**config.mk**
```make
export PLATFORM = sky130hd
export DESIGN_NAME = branch_flush_ctrl_flat
export DESIGN_NICKNAME = d
export VERILOG_FILES = /design/src/rtl/branch_flush_ctrl_if.sv /design/src/rtl/branch_flush_ctrl.sv /design/src/flat_wrapper.sv
export SDC_FILE = /design/constraint.sdc
export NUM_CORES = 1
export LEC_CHECK = 0
export ABC_AREA = 1
export CAP_MARGIN = 20
export CORE_MARGIN = 2
export CORE_UTILIZATION = 48
export DETAILED_ROUTE_END_ITERATION = 7
export PLACE_DENSITY = 0.9
export SKIP_CTS_REPAIR_TIMING = 1
export SYNTH_ARGS = -nofsm -noshare
export SYNTH_HDL_FRONTEND = slang
export SYNTH_SLANG_ARGS = --single-unit
```
**constraint.sdc**
```tcl
create_clock -name clk -period 2.95 [get_ports clk]
set_input_delay 0.59 -clock clk [delete_from_list [all_inputs] [get_ports clk]]
set_output_delay 0.59 -clock clk [all_outputs]
set_load 0.005 [all_outputs]
```
**src/rtl/branch_flush_ctrl_if.sv**
```systemverilog
// Pipeline control bundle between the EX/ID/MEM stages and the redirect/hazard
// controller. The controller sits on the slave side; the pipeline (or a bench)
// sits on the master side.
interface branch_flush_ctrl_if #(
    parameter int CNT_W = 32
);
    // Qualification rule: ex_is_branch, ex_is_jump, br_taken and br_target
    // carry meaning only in a cycle where ex_valid=1. There is no ready
    // back-pressure on these inputs; mem_busy is the single global stall
    // request, and the controller answers it through the stall_* outputs in
    // the same cycle.
    logic             ex_valid;
    logic             ex_is_branch;
    logic             ex_is_jump;
    logic             br_taken;
    logic [31:0]      br_target;
    logic             load_use;
    logic             mem_busy;
    logic             cnt_clr;

    logic             pc_sel;
    logic [31:0]      pc_target;
    logic             stall_if;
    logic             stall_id;
    logic             stall_ex;
    logic             flush_id;
    logic             flush_ex;
    logic [CNT_W-1:0] br_count;
    logic [CNT_W-1:0] taken_count;
    logic             state_dbg;   // 1 while a redirect is held pending

    modport master (
        output ex_valid, ex_is_branch, ex_is_jump, br_taken, br_target,
        output load_use, mem_busy, cnt_clr,
        input  pc_sel, pc_target, stall_if, stall_id, stall_ex,
        input  flush_id, flush_ex, br_count, taken_count, state_dbg
    );

    modport slave (
        input  ex_valid, ex_is_branch, ex_is_jump, br_taken, br_target,
        input  load_use, mem_busy, cnt_clr,
        output pc_sel, pc_target, stall_if, stall_id, stall_ex,
        output flush_id, flush_ex, br_count, taken_count, state_dbg
    );
endinterface

```
**src/rtl/branch_flush_ctrl.sv**
```systemverilog
// Redirect and hazard controller for the 5-stage core. Static not-taken:
// a taken branch/jump in EX redirects the PC and flushes IF/ID and ID/EX.
// If the MEM stage is busy the redirect is parked in HOLD until it frees up.
// Also counts resolved and taken branches for software profiling.
module branch_flush_ctrl #(
    parameter int CNT_W = 32
) (
    input  logic              clk,
    input  logic              rst_n,
    branch_flush_ctrl_if.slave bus
);

    typedef enum logic {
        RUN  = 1'b0,
        HOLD = 1'b1
    } state_t;

    state_t      state;
    state_t      state_nxt;
    logic [31:0] pend_target;
    logic [31:0] aligned_target;
    logic        take;
    logic        resolve;
    logic        latch_pend;
    logic        br_inc;
    logic        taken_inc;

    // A jump wins over a simultaneous branch flag and is always taken.
    assign take    = bus.ex_valid & (bus.ex_is_jump | (bus.ex_is_branch & bus.br_taken));
    assign resolve = bus.ex_valid & (bus.ex_is_branch | bus.ex_is_jump);
    assign aligned_target = {bus.br_target[31:1], 1'b0};

    assign bus.state_dbg = (state == HOLD);

    // Next-state and combinational control outputs.
    always_comb begin
        state_nxt     = state;
        latch_pend    = 1'b0;
        br_inc        = 1'b0;
        taken_inc     = 1'b0;
        bus.pc_sel    = 1'b0;
        bus.pc_target = aligned_target;
        bus.stall_if  = 1'b0;
        bus.stall_id  = 1'b0;
        bus.stall_ex  = 1'b0;
        bus.flush_id  = 1'b0;
        bus.flush_ex  = 1'b0;

        case (state)
            RUN: begin
                if (bus.mem_busy) begin
                    // Global stall dominates; a taken branch is parked and
                    // counted now so HOLD never has to count it.
                    bus.stall_if = 1'b1;
                    bus.stall_id = 1'b1;
                    bus.stall_ex = 1'b1;
                    if (take) begin
                        latch_pend = 1'b1;
                        br_inc     = 1'b1;
                        taken_inc  = 1'b1;
                        state_nxt  = HOLD;
                    end
                end else if (take) begin
                    // Load-use is irrelevant here: its ID instruction is flushed.
                    bus.pc_sel   = 1'b1;
                    bus.flush_id = 1'b1;
                    bus.flush_ex = 1'b1;
                    br_inc       = 1'b1;
                    taken_inc    = 1'b1;
                end else begin
                    br_inc = resolve;
                    if (bus.load_use) begin
                        bus.stall_if = 1'b1;
                        bus.stall_id = 1'b1;
                        bus.flush_ex = 1'b1;
                    end
                end
            end
            HOLD: begin
                // EX inputs and load_use are ignored while the redirect waits.
                if (bus.mem_busy) begin
                    bus.stall_if = 1'b1;
                    bus.stall_id = 1'b1;
                    bus.stall_ex = 1'b1;
                end else begin
                    bus.pc_sel    = 1'b1;
                    bus.pc_target = pend_target;
                    bus.flush_id  = 1'b1;
                    bus.flush_ex  = 1'b1;
                    state_nxt     = RUN;
                end
            end
            default: state_nxt = RUN;
        endcase
    end

    // State register and parked redirect address.
    always_ff @(posedge clk or negedge rst_n) begin
        if (!rst_n) begin
            state       <= RUN;
            pend_target <= 32'd0;
        end else begin
            state <= state_nxt;
            if (latch_pend) begin
                pend_target <= aligned_target;
            end
        end
    end

    // Profiling counters; clear beats a same-cycle increment, wrap is natural.
    always_ff @(posedge clk or negedge rst_n) begin
        if (!rst_n) begin
            bus.br_count    <= '0;
            bus.taken_count <= '0;
        end else if (bus.cnt_clr) begin
            bus.br_count    <= '0;
            bus.taken_count <= '0;
        end else begin
            if (br_inc) begin
                bus.br_count <= bus.br_count + CNT_W'(1);
            end
            if (taken_inc) begin
                bus.taken_count <= bus.taken_count + CNT_W'(1);
            end
        end
    end

endmodule

```
**src/flat_wrapper.sv**
```systemverilog
// flat-port wrapper written by rule: the top's interface ports become plain ports
module branch_flush_ctrl_flat 
#(
    parameter int CNT_W = 32
)
  (clk, rst_n, bus_ex_valid, bus_ex_is_branch, bus_ex_is_jump, bus_br_taken, bus_br_target, bus_load_use, bus_mem_busy, bus_cnt_clr, bus_pc_sel, bus_pc_target, bus_stall_if, bus_stall_id, bus_stall_ex, bus_flush_id, bus_flush_ex, bus_br_count, bus_taken_count, bus_state_dbg);
  branch_flush_ctrl_if #(.CNT_W(CNT_W)) bus_i ();
  input  logic clk;
  input  logic rst_n;
  input wire logic [$bits(bus_i.ex_valid)-1:0] bus_ex_valid;
  input wire logic [$bits(bus_i.ex_is_branch)-1:0] bus_ex_is_branch;
  input wire logic [$bits(bus_i.ex_is_jump)-1:0] bus_ex_is_jump;
  input wire logic [$bits(bus_i.br_taken)-1:0] bus_br_taken;
  input wire logic [$bits(bus_i.br_target)-1:0] bus_br_target;
  input wire logic [$bits(bus_i.load_use)-1:0] bus_load_use;
  input wire logic [$bits(bus_i.mem_busy)-1:0] bus_mem_busy;
  input wire logic [$bits(bus_i.cnt_clr)-1:0] bus_cnt_clr;
  output wire logic [$bits(bus_i.pc_sel)-1:0] bus_pc_sel;
  output wire logic [$bits(bus_i.pc_target)-1:0] bus_pc_target;
  output wire logic [$bits(bus_i.stall_if)-1:0] bus_stall_if;
  output wire logic [$bits(bus_i.stall_id)-1:0] bus_stall_id;
  output wire logic [$bits(bus_i.stall_ex)-1:0] bus_stall_ex;
  output wire logic [$bits(bus_i.flush_id)-1:0] bus_flush_id;
  output wire logic [$bits(bus_i.flush_ex)-1:0] bus_flush_ex;
  output wire logic [$bits(bus_i.br_count)-1:0] bus_br_count;
  output wire logic [$bits(bus_i.taken_count)-1:0] bus_taken_count;
  output wire logic [$bits(bus_i.state_dbg)-1:0] bus_state_dbg;
  assign bus_i.ex_valid = bus_ex_valid;
  assign bus_i.ex_is_branch = bus_ex_is_branch;
  assign bus_i.ex_is_jump = bus_ex_is_jump;
  assign bus_i.br_taken = bus_br_taken;
  assign bus_i.br_target = bus_br_target;
  assign bus_i.load_use = bus_load_use;
  assign bus_i.mem_busy = bus_mem_busy;
  assign bus_i.cnt_clr = bus_cnt_clr;
  assign bus_pc_sel = bus_i.pc_sel;
  assign bus_pc_target = bus_i.pc_target;
  assign bus_stall_if = bus_i.stall_if;
  assign bus_stall_id = bus_i.stall_id;
  assign bus_stall_ex = bus_i.stall_ex;
  assign bus_flush_id = bus_i.flush_id;
  assign bus_flush_ex = bus_i.flush_ex;
  assign bus_br_count = bus_i.br_count;
  assign bus_taken_count = bus_i.taken_count;
  assign bus_state_dbg = bus_i.state_dbg;
  branch_flush_ctrl #(.CNT_W(CNT_W)) u_core (.clk(clk), .rst_n(rst_n), .bus(bus_i));
endmodule
```
Yosys cells after proc, flatten, opt, wreduce, memory -nomap -nowiden

Cells that the tools add are included.
Widths: inputs -> output; s select.

Add/subtract/negate cells: 2
Multipliers: 0
Divide/modulo/power cells: 0
$lt $le $gt $ge: 0
Equality and inequality tests: 0
Shift operators: 0
Muxes and demuxes: 25
Bitwise gates (word level): 6
Reductions and logical operators: 2

Operator list:

| cell                  | count |
|---|---|
| $mux 32               | 6 |
| $add 32x1->32 const B | 2 |
| $mux 1                | 15 |
| $pmux 1 s2            | 4 |
| $reduce_bool 2->1     | 2 |
| $and 1x1->1           | 3 |
| $or 1x1->1            | 2 |
| $not 1->1             | 1 |

Register bits after elaboration: 96
Latch bits: 0
RAM bits: 0
Memory bits (read-only): 0
Input bits: 41
Output and inout port bits: 103
Logic and storage cells: 39
Memories: 0

Logic depth before layout (Yosys ltp)

Depth in word-level cells: 8
Gate-level depth with buffers: 10
Gate-level depth less buffers: 9

Worst setup path after synthesis

Ideal clock, no wire load.

Path type: input port to output port
Start: input bus_mem_busy
End: output bus_pc_target[10]
Data arrival time: 1263 ps
Slack: 1097 ps
Stages on the path: 5
Cells stage by stage: inv_1 > nand2_1 > clkbuf_1 > nor2_1 > a21oi_1

Word-level cells in the longest chain between the ends: 2

RTL lines:

| what            | line                    | RTL |
|---|---|---|
| start, declared | flat_wrapper.sv:16      | `input wire logic [$bits(bus_i.mem_busy)-1:0] bus_mem_busy;` |
| $mux 32         | branch_flush_ctrl.sv:81 | `if (bus.mem_busy) begin` |
| $mux 32         | branch_flush_ctrl.sv:49 | `case (state)` |
| end, declared   | flat_wrapper.sv:19      | `output wire logic [$bits(bus_i.pc_target)-1:0] bus_pc_target;` |

Every way passes these cells.

Worst setup path after layout

Start: input bus_mem_busy
End: output bus_pc_target[31]

Same word-level chain as after synthesis.

==> impl_metrics.env <==
export IMPL_clk_latency_ns=0.33
export IMPL_drv_slew=0
export IMPL_synth_xor_xnor_area_share=0
export IMPL_ys_ff_latch=96
export IMPL_grt_pass1_vias=5072
export IMPL_critPathKind="input port to primary output"
export IMPL_r2r_end="u_core.bus.br_count[14]"
export IMPL_dr_first_iter_drc_count=313
export IMPL_drc=0
export IMPL_drive_above_1_share=0.0571
export IMPL_clockBufferDepth=2
export IMPL_reg2reg_slack_ns=1.00
export IMPL_core_sq_mm=0.0114
export IMPL_rsz0062_at_grt="no"
export IMPL_die_area_sq_mm=0.0125
export IMPL_min_period_over_period=0.949
export IMPL_crit_path_max_fanout=30
export IMPL_synth_mux_area_frac=0
export IMPL_cts_tree="yes"
export IMPL_cap_violations=0
export IMPL_clk_pin_slew_ns=0.07
export IMPL_path_common_cell="clkdlybuf4s50_1"
export IMPL_io_pins=144
export IMPL_finalClockSkew_ns=0.00681
export IMPL_via_per_inst=5.08
export IMPL_setup_viol=0
export IMPL_yosys_warnings=0
export IMPL_row_count=39
export IMPL_yosysSeqAreaShare=0.432
export IMPL_syn_to_final_growth_pct=33.5
export IMPL_vdd_drop_max_mv=0.389
export IMPL_p_per_area_mw_per_mm2=418
export IMPL_cp_required_ns=2.36
export IMPL_ys_types=27
export IMPL_htree_levels=3
export IMPL_cp_slowest_cell="clkdlybuf4s50_1"
export IMPL_cp_end_kind="primary output"
export IMPL_final_seq_area_sq_mm=0.00240
export IMPL_syn_inst=807
export IMPL_fillers=941
export IMPL_crit_family="buffers and inverters"
export IMPL_grt_ovfl_total=0
export IMPL_antenna_found_initial=0
export IMPL_synthAdderAreaFrac=0.00450
export IMPL_final_cell_mix="nand2_1 (202), nor2_1 (155), clkdlybuf4s50_1 (140), inv_1 (107), dfrtp_1 (96)"
export IMPL_status="complete, no violations"
export IMPL_synth_simple_area_share=0.354
export IMPL_avgSynthCellArea_sq_um=6.88
export IMPL_multi_input_area_sq_mm=0.00259
export IMPL_track_usage=0.221
export IMPL_setup_tns_ns=0
export IMPL_cts_buffers_inserted=9
export IMPL_wl_per_cell_um=12.4
export IMPL_port_buffers=141
export IMPL_cp_depth=7
export IMPL_grt_pass1_wl_mm=22.9
export IMPL_worstPathArrival_ns=2.21
export IMPL_syn_area_sq_mm=0.00556
export IMPL_drtAntennaViolNets=0
export IMPL_diodes=0
export IMPL_synth_compound_area_frac=0.106
export IMPL_fin_nets=984
export IMPL_die_w_um=112
export IMPL_worstReg2RegStart="u_core.bus.br_count[1]"
export IMPL_dr_pass1_iters=5
export IMPL_start_util=0.489
export IMPL_cpPeakStageDelay_ns=0.53
export IMPL_synth_nets=850
export IMPL_crit_chain="clkdlybuf4s50_1 > inv_1 > nand2_2 > buf_12 > nor2_1 > a21oi_1 > clkdlybuf4s50_1"
export IMPL_cts_sinks=96
export IMPL_synth_top_family_by_area="simple AND/OR/NAND/NOR gates"
export IMPL_hold_path_class="input port to asynchronous set/reset pin"
export IMPL_cts_root_buf="clkbuf_16"
export IMPL_die_y_um=112
export IMPL_start_kind="input port"
export IMPL_fmax_mhz=357
export IMPL_hold_violations=0
export IMPL_rr_worst_depth=8
export IMPL_fin_crit_ns=2.80
export IMPL_globalplace_congestion=0.907
export IMPL_dp_hpwl_mm=10.3
export IMPL_hold_ws_ns=0.194
export IMPL_drt_wl_total_mm=13.5
export IMPL_cp_num_buf_inv=4
export IMPL_via_count=5526
export IMPL_p_leak_nw=3.30
export IMPL_final_common_cell="nand2_1"
export IMPL_grt_max_degree=44
==> cell usage after synthesis <==
library cell | count | area share
o21bai_1 | 1 | 0.0014
clkbuf_1 | 14 | 0.0095
inv_2 | 1 | 0.00068
inv_1 | 107 | 0.072
nand3_2 | 7 | 0.013
nor2_1 | 155 | 0.10
nand3_1 | 33 | 0.030
clkinv_1 | 1 | 0.00068
buf_6 | 3 | 0.0061
and3_1 | 1 | 0.0011
nor4_1 | 2 | 0.0023
buf_2 | 3 | 0.0027
nand3_4 | 2 | 0.0063
nand4_1 | 13 | 0.015
nor2_2 | 7 | 0.0079
nand2_1 | 203 | 0.14
conb_1 | 1 | 0.00068
ha_1 | 2 | 0.0045
clkbuf_8 | 1 | 0.0025
a21oi_1 | 58 | 0.052
nor2_4 | 6 | 0.012
nor3_1 | 20 | 0.018
nand2_2 | 5 | 0.0056
o21ai_0 | 58 | 0.052
buf_4 | 6 | 0.0081
dfrtp_1 | 96 | 0.43
nor3_2 | 1 | 0.0018
==> final cells by class <==
class / instances / share of cell area
clock buffers: 10 / 0.0309
clock inverters: 5 / 0.0111
flip-flops and latches: 96 / 0.324
inverters: 109 / 0.0552
well taps: 143 / 0.0241
repair buffers: 150 / 0.206
multi-input cells: 575 / 0.349
==> kinds of logic (layout without fill, tap and decap cells) <==
group                    after synthesis  after routing
flip-flops                            96             96
adder cells (fa/ha/maj)                2              2
AO/OA/AOI/OAI                        117            117
AND/OR/NAND/NOR                      455            455
buffers and inverters                136            274
other                                  1              1
==> flip-flops by register name (all words and copies together) (netlist names) <==
signal	count
u_core.bus.br_count	32
u_core.bus.state_dbg	1
u_core.pend_target	31
u_core.bus.taken_count	32
==> power breakdown <==
part / internal (W) / switching [W]
clock: 0.000739 / 0.000494
sequential: 0.00141 / 0.0000553
combinational: 0.000209 / 0.000195
==> how the worst max path moves through the flow <==
stage / start / to / slack (ns)
2_1_floorplan: bus_mem_busy / bus_pc_target[10] / 1.10
3_3_place_gp: bus_br_taken / bus_flush_id / 0.14
3_5_place_dp: bus_br_taken / bus_pc_sel / 0.14
4_1_cts: bus_br_taken / bus_pc_sel / 0.13
5_1_grt: bus_ex_is_jump / bus_flush_id / 0.04
6_report: bus_mem_busy / bus_pc_target[31] / 0.15
==> worst register-to-register path, cell delays in order, from the launching register on <==
cell and delay, ns:
dfrtp_1 0.44, ha_1 0.24, nand2_1 0.10, nor2_4 0.14
nand3_4 0.10, nor2_4 0.33, nand2_1 0.17, o21ai_0 0.25
nor2_1 0.08
==> metrics by stage <==
step	utilization	power, W	instance area (sq um)	setup slack [ns]	std cells
2_1_floorplan	-	0.00166	5560	1.10	807
3_3_place_gp	0.625	0.00188	7100	0.139	1073
3_5_place_dp	0.625	0.00190	7100	0.140	1073
4_1_cts	0.652	0.00313	7410	0.132	1088
5_1_grt	0.652	0.00325	7410	0.0412	1088
6_report	0.652	0.00310	7410	0.150	1088
==> routing by layer <==
| metal | up-vias | part of all wire | GRT usage |
|---|---|---|---|
| li1 | 2803 | - | - |
| met1 | 2526 | 0.44 | 0.286 |
| met2 | 182 | 0.48 | 0.371 |
| met3 | 15 | 0.071 | 0.0484 |
| met4 | 0 | 0.015 | 0.0733 |
| met5 | - | 0 | 0 |
Note: power is estimated with default switching activity, not from simulation.
